## config.mk

```make
export PLATFORM = sky130hd
export DESIGN_NAME = obstacle_slot_driver_flat
export DESIGN_NICKNAME = d
export VERILOG_FILES = /design/src/rtl/obstacle_slot_pkg.sv /design/src/rtl/obstacle_slot_driver_if.sv /design/src/rtl/obstacle_slot_driver_stepper.sv /design/src/rtl/obstacle_slot_driver.sv /design/src/flat_wrapper.sv
export SDC_FILE = /design/constraint.sdc
export NUM_CORES = 1
export LEC_CHECK = 0
export CAP_MARGIN = 5
export CORE_MARGIN = 3
export CORE_UTILIZATION = 50
export DETAILED_ROUTE_END_ITERATION = 10
export GPL_ROUTABILITY_DRIVEN = 0
export PLACE_DENSITY = 0.83
export SYNTH_ARGS = -nofsm -noshare
export SYNTH_HDL_FRONTEND = slang
export SYNTH_SLANG_ARGS = --single-unit
```

## constraint.sdc

```tcl
create_clock -name clk -period 6 [get_ports clk]
set_clock_uncertainty 0.15 [all_clocks]
set_input_delay 0.9 -clock clk [delete_from_list [all_inputs] [get_ports clk]]
set_output_delay 0.9 -clock clk [all_outputs]
set_load 0.05 [all_outputs]
```

## src/rtl/obstacle_slot_pkg.sv

```systemverilog
// obstacle_slot_pkg
// Shared definitions for the obstacle slot driver: the FSM state encoding,
// the sprite-core register offsets and the slot bus geometry, plus a helper
// that builds a register-space slot address from an offset.
package obstacle_slot_pkg;

   typedef enum logic [2:0] {
      ST_IDLE,
      ST_UPLOAD,
      ST_F_BYP,
      ST_F_X0,
      ST_F_Y0,
      ST_F_CTRL
   } state_e;

   // Register offsets inside the sprite core's register space
   localparam logic [1:0] REG_BYPASS = 2'b00;
   localparam logic [1:0] REG_X0     = 2'b01;
   localparam logic [1:0] REG_Y0     = 2'b10;
   localparam logic [1:0] REG_CTRL   = 2'b11;

   // addr bit that separates register space (1) from sprite RAM (0)
   localparam int REG_SPACE = 13;

   localparam int SLOT_AW = 14;
   localparam int SLOT_DW = 32;

   function automatic logic [SLOT_AW-1:0] reg_addr(input logic [1:0] off);
      logic [SLOT_AW-1:0] a;
      a            = '0;
      a[REG_SPACE] = 1'b1;
      a[1:0]       = off;
      return a;
   endfunction

endpackage

```

## src/rtl/obstacle_slot_driver_if.sv

```systemverilog
// obstacle_slot_driver_if
// Video-slot write bus of the obstacle sprite core.
//   cs, write : strobes, asserted together for one cycle per write
//   addr      : slot address (bit 13 selects register space)
//   wr_data   : slot write data
// master = bus initiator (the driver), slave = sprite core.
interface obstacle_slot_driver_if;
   import obstacle_slot_pkg::*;

   logic               cs;
   logic               write;
   logic [SLOT_AW-1:0] addr;
   logic [SLOT_DW-1:0] wr_data;

   modport master (output cs, output write, output addr, output wr_data);
   modport slave  (input  cs, input  write, input  addr, input  wr_data);

endinterface

```

## src/rtl/obstacle_slot_driver_stepper.sv

```systemverilog
// slot_x_stepper
// Combinational horizontal step of the obstacle: moves x0 left by speed,
// and wraps back to X_START when the step would pass the left edge.
//   x0_cur  in  11  current x0
//   speed   in  4   pixels per frame (0 = hold)
//   x0_next out 11  new x0
module slot_x_stepper #(
   parameter int X_START = 640
) (
   input  logic [10:0] x0_cur,
   input  logic [3:0]  speed,
   output logic [10:0] x0_next
);

   localparam logic [10:0] X_START_V = 11'(X_START);

   logic        wrap;
   logic [10:0] speed_ext;

   always_comb begin
      speed_ext = {7'd0, speed};
      wrap      = (x0_cur < speed_ext);
      x0_next   = wrap ? X_START_V : (x0_cur - speed_ext);
   end

endmodule

```

## src/rtl/obstacle_slot_driver.sv

```systemverilog
// obstacle_slot_driver
// Bus initiator for the obstacle sprite core. Once per frame (x==0,
// y==TRIG_Y) it steps the obstacle left and writes bypass/x0/y0/ctrl; on
// request it copies a 2-bit pixel ROM into the core's sprite RAM.
// Ports:
//   clk, reset            clock, asynchronous active-low reset
//   x, y                  frame counter
//   enable, speed         show/move enable, pixels per frame
//   y_pos, ctrl           values written to y0 / ctrl
//   upload_start          one-cycle upload request
//   rom_addr, rom_data    pixel ROM port (data one cycle after address)
//   bus                   slot write bus (master side)
//   busy                  high whenever not idle
//   frame_done            pulse with the last register write of a frame
//   upload_done           pulse with the last RAM write of an upload
module obstacle_slot_driver
   import obstacle_slot_pkg::*;
#(
   parameter int ADDR_WIDTH = 10,
   parameter int TRIG_Y     = 480,
   parameter int X_START    = 640
) (
   input  logic                    clk,
   input  logic                    reset,
   input  logic [10:0]             x,
   input  logic [10:0]             y,
   input  logic                    enable,
   input  logic [3:0]              speed,
   input  logic [10:0]             y_pos,
   input  logic [4:0]              ctrl,
   input  logic                    upload_start,
   output logic [ADDR_WIDTH-1:0]   rom_addr,
   input  logic [1:0]              rom_data,
   obstacle_slot_driver_if.master  bus,
   output logic                    busy,
   output logic                    frame_done,
   output logic                    upload_done
);

   state_e                 state_q, state_d;
   logic                   trig_pend_q, trig_pend_d;
   logic                   up_pend_q, up_pend_d;
   logic [10:0]            x0_q, x0_d;
   logic [10:0]            y0_q, y0_d;
   logic [4:0]             ctrl_q, ctrl_d;
   logic                   en_q, en_d;
   logic [ADDR_WIDTH-1:0]  rom_addr_q, rom_addr_d;
   logic                   up_last_q, up_last_d;
   logic                   cs_q, cs_d;
   logic                   ram_wr_q, ram_wr_d;
   logic [SLOT_AW-1:0]     addr_q, addr_d;
   logic [SLOT_DW-1:0]     data_q, data_d;
   logic                   busy_q, busy_d;
   logic                   frame_done_q, frame_done_d;
   logic                   upload_done_q, upload_done_d;

   logic                   trig;
   logic                   up_req;
   logic                   trig_req;
   logic [10:0]            x0_step;

   slot_x_stepper #(.X_START(X_START)) u_stepper (
      .x0_cur  (x0_q),
      .speed   (speed),
      .x0_next (x0_step)
   );

   assign trig     = (x == 11'd0) && (y == 11'(TRIG_Y));
   assign up_req   = up_pend_q | upload_start;
   assign trig_req = trig_pend_q | trig;

   always_comb begin
      state_d       = state_q;
      // A trigger is remembered unless the IDLE branch below consumes it
      trig_pend_d   = trig_pend_q | trig;
      up_pend_d     = up_pend_q;
      x0_d          = x0_q;
      y0_d          = y0_q;
      ctrl_d        = ctrl_q;
      en_d          = en_q;
      rom_addr_d    = rom_addr_q;
      up_last_d     = up_last_q;
      cs_d          = 1'b0;
      ram_wr_d      = 1'b0;
      addr_d        = '0;
      data_d        = '0;
      frame_done_d  = 1'b0;
      upload_done_d = 1'b0;

      // Bus outputs are computed for the state being entered, so each
      // state's write is visible on the bus during that state.
      case (state_q)
         ST_IDLE: begin
            if (up_req) begin
               state_d    = ST_UPLOAD;
               up_pend_d  = 1'b0;
               rom_addr_d = '0;
               up_last_d  = 1'b0;
            end else if (trig_req) begin
               state_d      = ST_F_BYP;
               trig_pend_d  = 1'b0;
               en_d         = enable;
               y0_d         = y_pos;
               ctrl_d       = ctrl;
               if (enable) begin
                  x0_d = x0_step;
               end
               cs_d         = 1'b1;
               addr_d       = reg_addr(REG_BYPASS);
               data_d       = {31'd0, ~enable};
               frame_done_d = ~enable;
            end
         end

         ST_UPLOAD: begin
            // upload_start is deliberately not recorded here
            if (!up_last_q) begin
               cs_d                     = 1'b1;
               ram_wr_d                 = 1'b1;
               addr_d[ADDR_WIDTH-1:0]   = rom_addr_q;
               if (rom_addr_q == '1) begin
                  up_last_d     = 1'b1;
                  upload_done_d = 1'b1;
               end else begin
                  rom_addr_d = rom_addr_q + 1'b1;
               end
            end else begin
               state_d    = ST_IDLE;
               up_last_d  = 1'b0;
               rom_addr_d = '0;
            end
         end

         ST_F_BYP: begin
            up_pend_d = up_req;
            if (en_q) begin
               state_d = ST_F_X0;
               cs_d    = 1'b1;
               addr_d  = reg_addr(REG_X0);
               data_d  = {21'd0, x0_q};
            end else begin
               state_d = ST_IDLE;
            end
         end

         ST_F_X0: begin
            up_pend_d = up_req;
            state_d   = ST_F_Y0;
            cs_d      = 1'b1;
            addr_d    = reg_addr(REG_Y0);
            data_d    = {21'd0, y0_q};
         end

         ST_F_Y0: begin
            up_pend_d    = up_req;
            state_d      = ST_F_CTRL;
            cs_d         = 1'b1;
            addr_d       = reg_addr(REG_CTRL);
            data_d       = {27'd0, ctrl_q};
            frame_done_d = 1'b1;
         end

         ST_F_CTRL: begin
            up_pend_d = up_req;
            state_d   = ST_IDLE;
         end

         default: begin
            state_d = ST_IDLE;
         end
      endcase

      busy_d = (state_d != ST_IDLE);
   end

   always_ff @(posedge clk or negedge reset) begin
      if (!reset) begin
         state_q       <= ST_IDLE;
         trig_pend_q   <= 1'b0;
         up_pend_q     <= 1'b0;
         x0_q          <= 11'(X_START);
         y0_q          <= '0;
         ctrl_q        <= '0;
         en_q          <= 1'b0;
         rom_addr_q    <= '0;
         up_last_q     <= 1'b0;
         cs_q          <= 1'b0;
         ram_wr_q      <= 1'b0;
         addr_q        <= '0;
         data_q        <= '0;
         busy_q        <= 1'b0;
         frame_done_q  <= 1'b0;
         upload_done_q <= 1'b0;
      end else begin
         state_q       <= state_d;
         trig_pend_q   <= trig_pend_d;
         up_pend_q     <= up_pend_d;
         x0_q          <= x0_d;
         y0_q          <= y0_d;
         ctrl_q        <= ctrl_d;
         en_q          <= en_d;
         rom_addr_q    <= rom_addr_d;
         up_last_q     <= up_last_d;
         cs_q          <= cs_d;
         ram_wr_q      <= ram_wr_d;
         addr_q        <= addr_d;
         data_q        <= data_d;
         busy_q        <= busy_d;
         frame_done_q  <= frame_done_d;
         upload_done_q <= upload_done_d;
      end
   end

   assign rom_addr    = rom_addr_q;
   assign bus.cs      = cs_q;
   assign bus.write   = cs_q;
   assign bus.addr    = addr_q;
   // The pixel for a RAM write comes straight off the (registered) ROM
   // output in the write cycle: it belongs to the index issued one cycle
   // earlier, which is exactly the index now on addr.
   assign bus.wr_data = data_q | {30'd0, (ram_wr_q ? rom_data : 2'b00)};
   assign busy        = busy_q;
   assign frame_done  = frame_done_q;
   assign upload_done = upload_done_q;

endmodule

```

## src/flat_wrapper.sv

```systemverilog
// flat-port wrapper written by rule: the top's interface ports become plain ports
module obstacle_slot_driver_flat import obstacle_slot_pkg::*;
#(
   parameter int ADDR_WIDTH = 10,
   parameter int TRIG_Y     = 480,
   parameter int X_START    = 640
)
  (clk, reset, x, y, enable, speed, y_pos, ctrl, upload_start, rom_addr, rom_data, busy, frame_done, upload_done, bus_cs, bus_write, bus_addr, bus_wr_data);
  obstacle_slot_driver_if bus_i ();
  input  logic clk;
  input  logic reset;
  input  logic [10:0] x;
  input  logic [10:0] y;
  input  logic enable;
  input  logic [3:0] speed;
  input  logic [10:0] y_pos;
  input  logic [4:0] ctrl;
  input  logic upload_start;
  output logic [ADDR_WIDTH-1:0] rom_addr;
  input  logic [1:0] rom_data;
  output logic busy;
  output logic frame_done;
  output logic upload_done;
  output wire logic [$bits(bus_i.cs)-1:0] bus_cs;
  output wire logic [$bits(bus_i.write)-1:0] bus_write;
  output wire logic [$bits(bus_i.addr)-1:0] bus_addr;
  output wire logic [$bits(bus_i.wr_data)-1:0] bus_wr_data;
  assign bus_cs = bus_i.cs;
  assign bus_write = bus_i.write;
  assign bus_addr = bus_i.addr;
  assign bus_wr_data = bus_i.wr_data;
  obstacle_slot_driver #(.ADDR_WIDTH(ADDR_WIDTH), .TRIG_Y(TRIG_Y), .X_START(X_START)) u_core (.clk(clk), .reset(reset), .x(x), .y(y), .enable(enable), .speed(speed), .y_pos(y_pos), .ctrl(ctrl), .upload_start(upload_start), .rom_addr(rom_addr), .rom_data(rom_data), .bus(bus_i), .busy(busy), .frame_done(frame_done), .upload_done(upload_done));
endmodule
```

==> flow_metrics.tcl <==
set metrics [dict create \
    final_area_sq_mm 0.00431 \
    met3_wirelength_microns 461 \
    reg2reg_slack_ns 3.26 \
    critPathLaunch "speed[1]" \
    p_leak_nw 2.00 \
    io_pins 109 \
    cts_resized 0 \
    timing.final.crit_share_pct 57.5 \
    synth_edf_count 0 \
    reg2reg_to "u_core.x0_q[5]" \
    cts_setup_buffers 0 \
    regArea_sq_mm 0.00178 \
    r2r-start "u_core.x0_q[1]" \
    die_x_microns 88.2 \
    die_h_microns 88.2 \
    path_class "input pin to flip-flop" \
    first_pass_iters 4 \
    grt_usage_pct 17.6 \
    start_util_pct 52.4 \
    clock-root-buffer "clkbuf_8" \
    synth-async-reset-ratio_pct 100 \
    cts_tree "done" \
    status "finished, final reports clean" \
    insertedDiodeCount 0 \
    wl_per_cell_microns 14.4 \
    vias 2480 \
    htreeDepth 3 \
    max_freq_mhz 290 \
    clock_path_buffers 2 \
    grt_max_degree 72 \
    grt_pass1_wl_microns 10600 \
    drive_above_1_share_pct 14.5 \
    vias_per_cell 5.28 \
    required_ns 6.07 \
    cp.arrival_ns 3.52 \
    max_slew_margin_pct 20.5 \
    detailed_place.area_sq_mm 0.00413 \
    wl_met2_microns 3360 \
    cp_max_fo 11 \
    fin_setup_tns_ns 0 \
    worst_pin_slew_ns 1.18 \
    timing.hold.ws_ns 0.323 \
    fin_nets 442 \
    cp-end-kind "flip-flop" \
    drt-met1-wl_microns 2860 \
    grt_pass1_vias 2316 \
    clk_pin_slew_ns 0.08 \
    dr.first_iter.drc_count 210 \
    hold_buffers 0 \
    die_area_sq_mm 0.00779 \
    final_util_pct 66.7 \
    r2r_cells 6 \
    routed_wl_microns 6780 \
    slew_viol_final 0 \
    post-route-min-period_ns 3.45 \
    multi_input_area_sq_mm 0.00135 \
    avgSynthCellArea_sq_um 10.9 \
    dp_hpwl_microns 4870 \
    max_cap_viol_count 0 \
    rsz0062_at_grt "no" \
    seq_area_frac_synth_pct 52.6 \
    clkSinkCount 71 \
    synth.distinct_cells 52 \
    hold_viol_final 0 \
    rows 29 \
    overflow 0 \
    fill_cells 515 \
    clock_latency_ns 0.34 \
    startpoint_type "input pin" \
    syn_area_sq_mm 0.00338 \
    setup_viol_count_final 0 \
    syn_inst 309 \
    synth-seq-cells 71 \
    critPathCapture "u_core.x0_q[5]" \
    route.detailed.drc 0 \
    pwr_density_cell_mw_per_mm2 283 \
    core_sq_mm 0.00646 \
    highest_layer "met4" \
    ys.flop_type "dfrtp_1" \
    antenna_left 0 \
    area_growth_syn_to_layout_pct 27.4 \
    yosysWarnings 0 \
    min_path_type "flip-flop to flip-flop" \
    antenna_found_initial 0 \
    numCtsBuffers 9 \
    portBuffers 84 \
    ir_drop_mv 0.175 \
]
[where the power goes]
group | switching [mW] | internal [mW]
sequential | 0.0307 | 0.512
clock | 0.184 | 0.163
combinational | 0.220 | 0.112
total | 0.435 | 0.787
[worst max-delay path, stage by stage]
cell and delay, ns:
clkdlybuf4s50_1 0.52, inv_1 0.06, ha_1 0.27, nor2b_1 0.12, o21a_1 0.17, o21ai_0 0.91
nand3_1 0.22, mux2_2 0.35
[per-layer routing]
layer  up-vias  track usage (%)
met4         0             5.77
met3         9             4.93
li1       1185                -
met1      1193             21.4
met5         -                0
met2        93             30.4
[stage by stage]
step                total power, mW  worst slack (ns)  instances
floorplan                     0.770              3.51        332
global placement              0.879              2.36        454
detailed placement            0.885              2.30        454
CTS                            1.23              2.55        470
global route                   1.28              2.41        470
finish                         1.22              2.55        470
[kinds of logic (layout without fill, tap and decap cells)]
group                    count (synthesis)  count (layout)  synth area share [%]
adder cells (fa/ha/maj)                  6               6                  2.44
flip-flops                              71              71                  52.6
buffers and inverters                   54             115                  10.1
AO/OA/AOI/OAI                           60              60                  11.8
XOR/XNOR                                 3               3                 0.777
other                                    1              24                 0.111
multiplexers                            24              24                  7.99
AND/OR/NAND/NOR                         90              90                  14.2
[cell usage after synthesis, types with 2 or more instances]
library cell	count	area [sq um]
ha_1	5	62.6
a31oi_1	3	18.8
clkbuf_1	4	15.0
nand2b_1	2	12.5
o31ai_1	3	22.5
buf_4	36	270
a21o_1	3	22.5
nor2b_1	2	12.5
and2_1	9	56.3
mux2_2	24	270
nor2_1	12	45.0
nor3_1	6	30.0
dfrtp_1	69	1730
or3_1	2	12.5
a22o_1	6	52.6
dfstp_2	2	52.6
a21oi_1	11	55.1
nand4_1	4	25.0
nand2_1	29	109
buf_2	2	10.0
or2_2	2	12.5
inv_1	11	41.3
a22oi_1	4	30.0
nand3_1	5	25.0
o21ai_0	19	95.1
xnor2_1	2	17.5
nor4_1	7	43.8
[worst min path at each step]
stage	startpoint	to	slack, ns	cells after the start
after floorplan	u_core.y0_q[1]	u_core.data_q[1]	0.28	2
after global placement	u_core.y0_q[4]	u_core.data_q[4]	0.29	2
after detailed placement	u_core.y0_q[3]	u_core.data_q[3]	0.31	2
after CTS	u_core.y0_q[4]	u_core.data_q[4]	0.33	2
after global routing	u_core.y0_q[4]	u_core.data_q[4]	0.36	2
final	u_core.y0_q[4]	u_core.data_q[4]	0.32	2
[layout by cell type, fill, tap and decap left out, drive strengths merged, types with 2 or more instances in the layout]
cell and n:
buf 4, a21o 3, or3 3, nor2b 2, nand4 4, ha 5, a22o 6, clkinv 3
nor4 8, o31ai 3, dfrtp 69, nand2b 2, and2 10, o21ai 21, nor3 7, clkinvlp 2
or2 2, nor2 12, mux2 24, clkbuf 10, xnor2 2, conb 24, nand3 6, a21oi 11
nand2 29, clkdlybuf4s50 83, inv 13, dfstp 2, a22oi 4, a31oi 3
[layout make-up]
type,instances,area share (%)
clock inverter,6,0.988
sequential,71,41.3
inverter,12,1.05
multi-input combinational,207,31.3
clock buffer,10,3.19
tap,77,2.24
timing repair buffer,87,19.9
[flip-flops by register name, summed over array words and instances, names as in the netlist]
| signal | flops |
|---|---|
| u_core.ctrl_q | 5 |
| u_core.rom_addr | 10 |
| u_core.y0_q | 11 |
| u_core.ram_wr_q | 1 |
| u_core.upload_done | 1 |
| u_core.data_q | 11 |
| u_core.up_last_q | 1 |
| u_core.busy | 1 |
| u_core.x0_q | 11 |
| u_core.bus.addr | 11 |
| u_core.bus.cs | 1 |
| u_core.frame_done | 1 |
| u_core.state_q | 3 |
| u_core.up_pend_q | 1 |
| u_core.en_q | 1 |
| u_core.trig_pend_q | 1 |
Note: power is estimated with default switching activity, not from simulation.
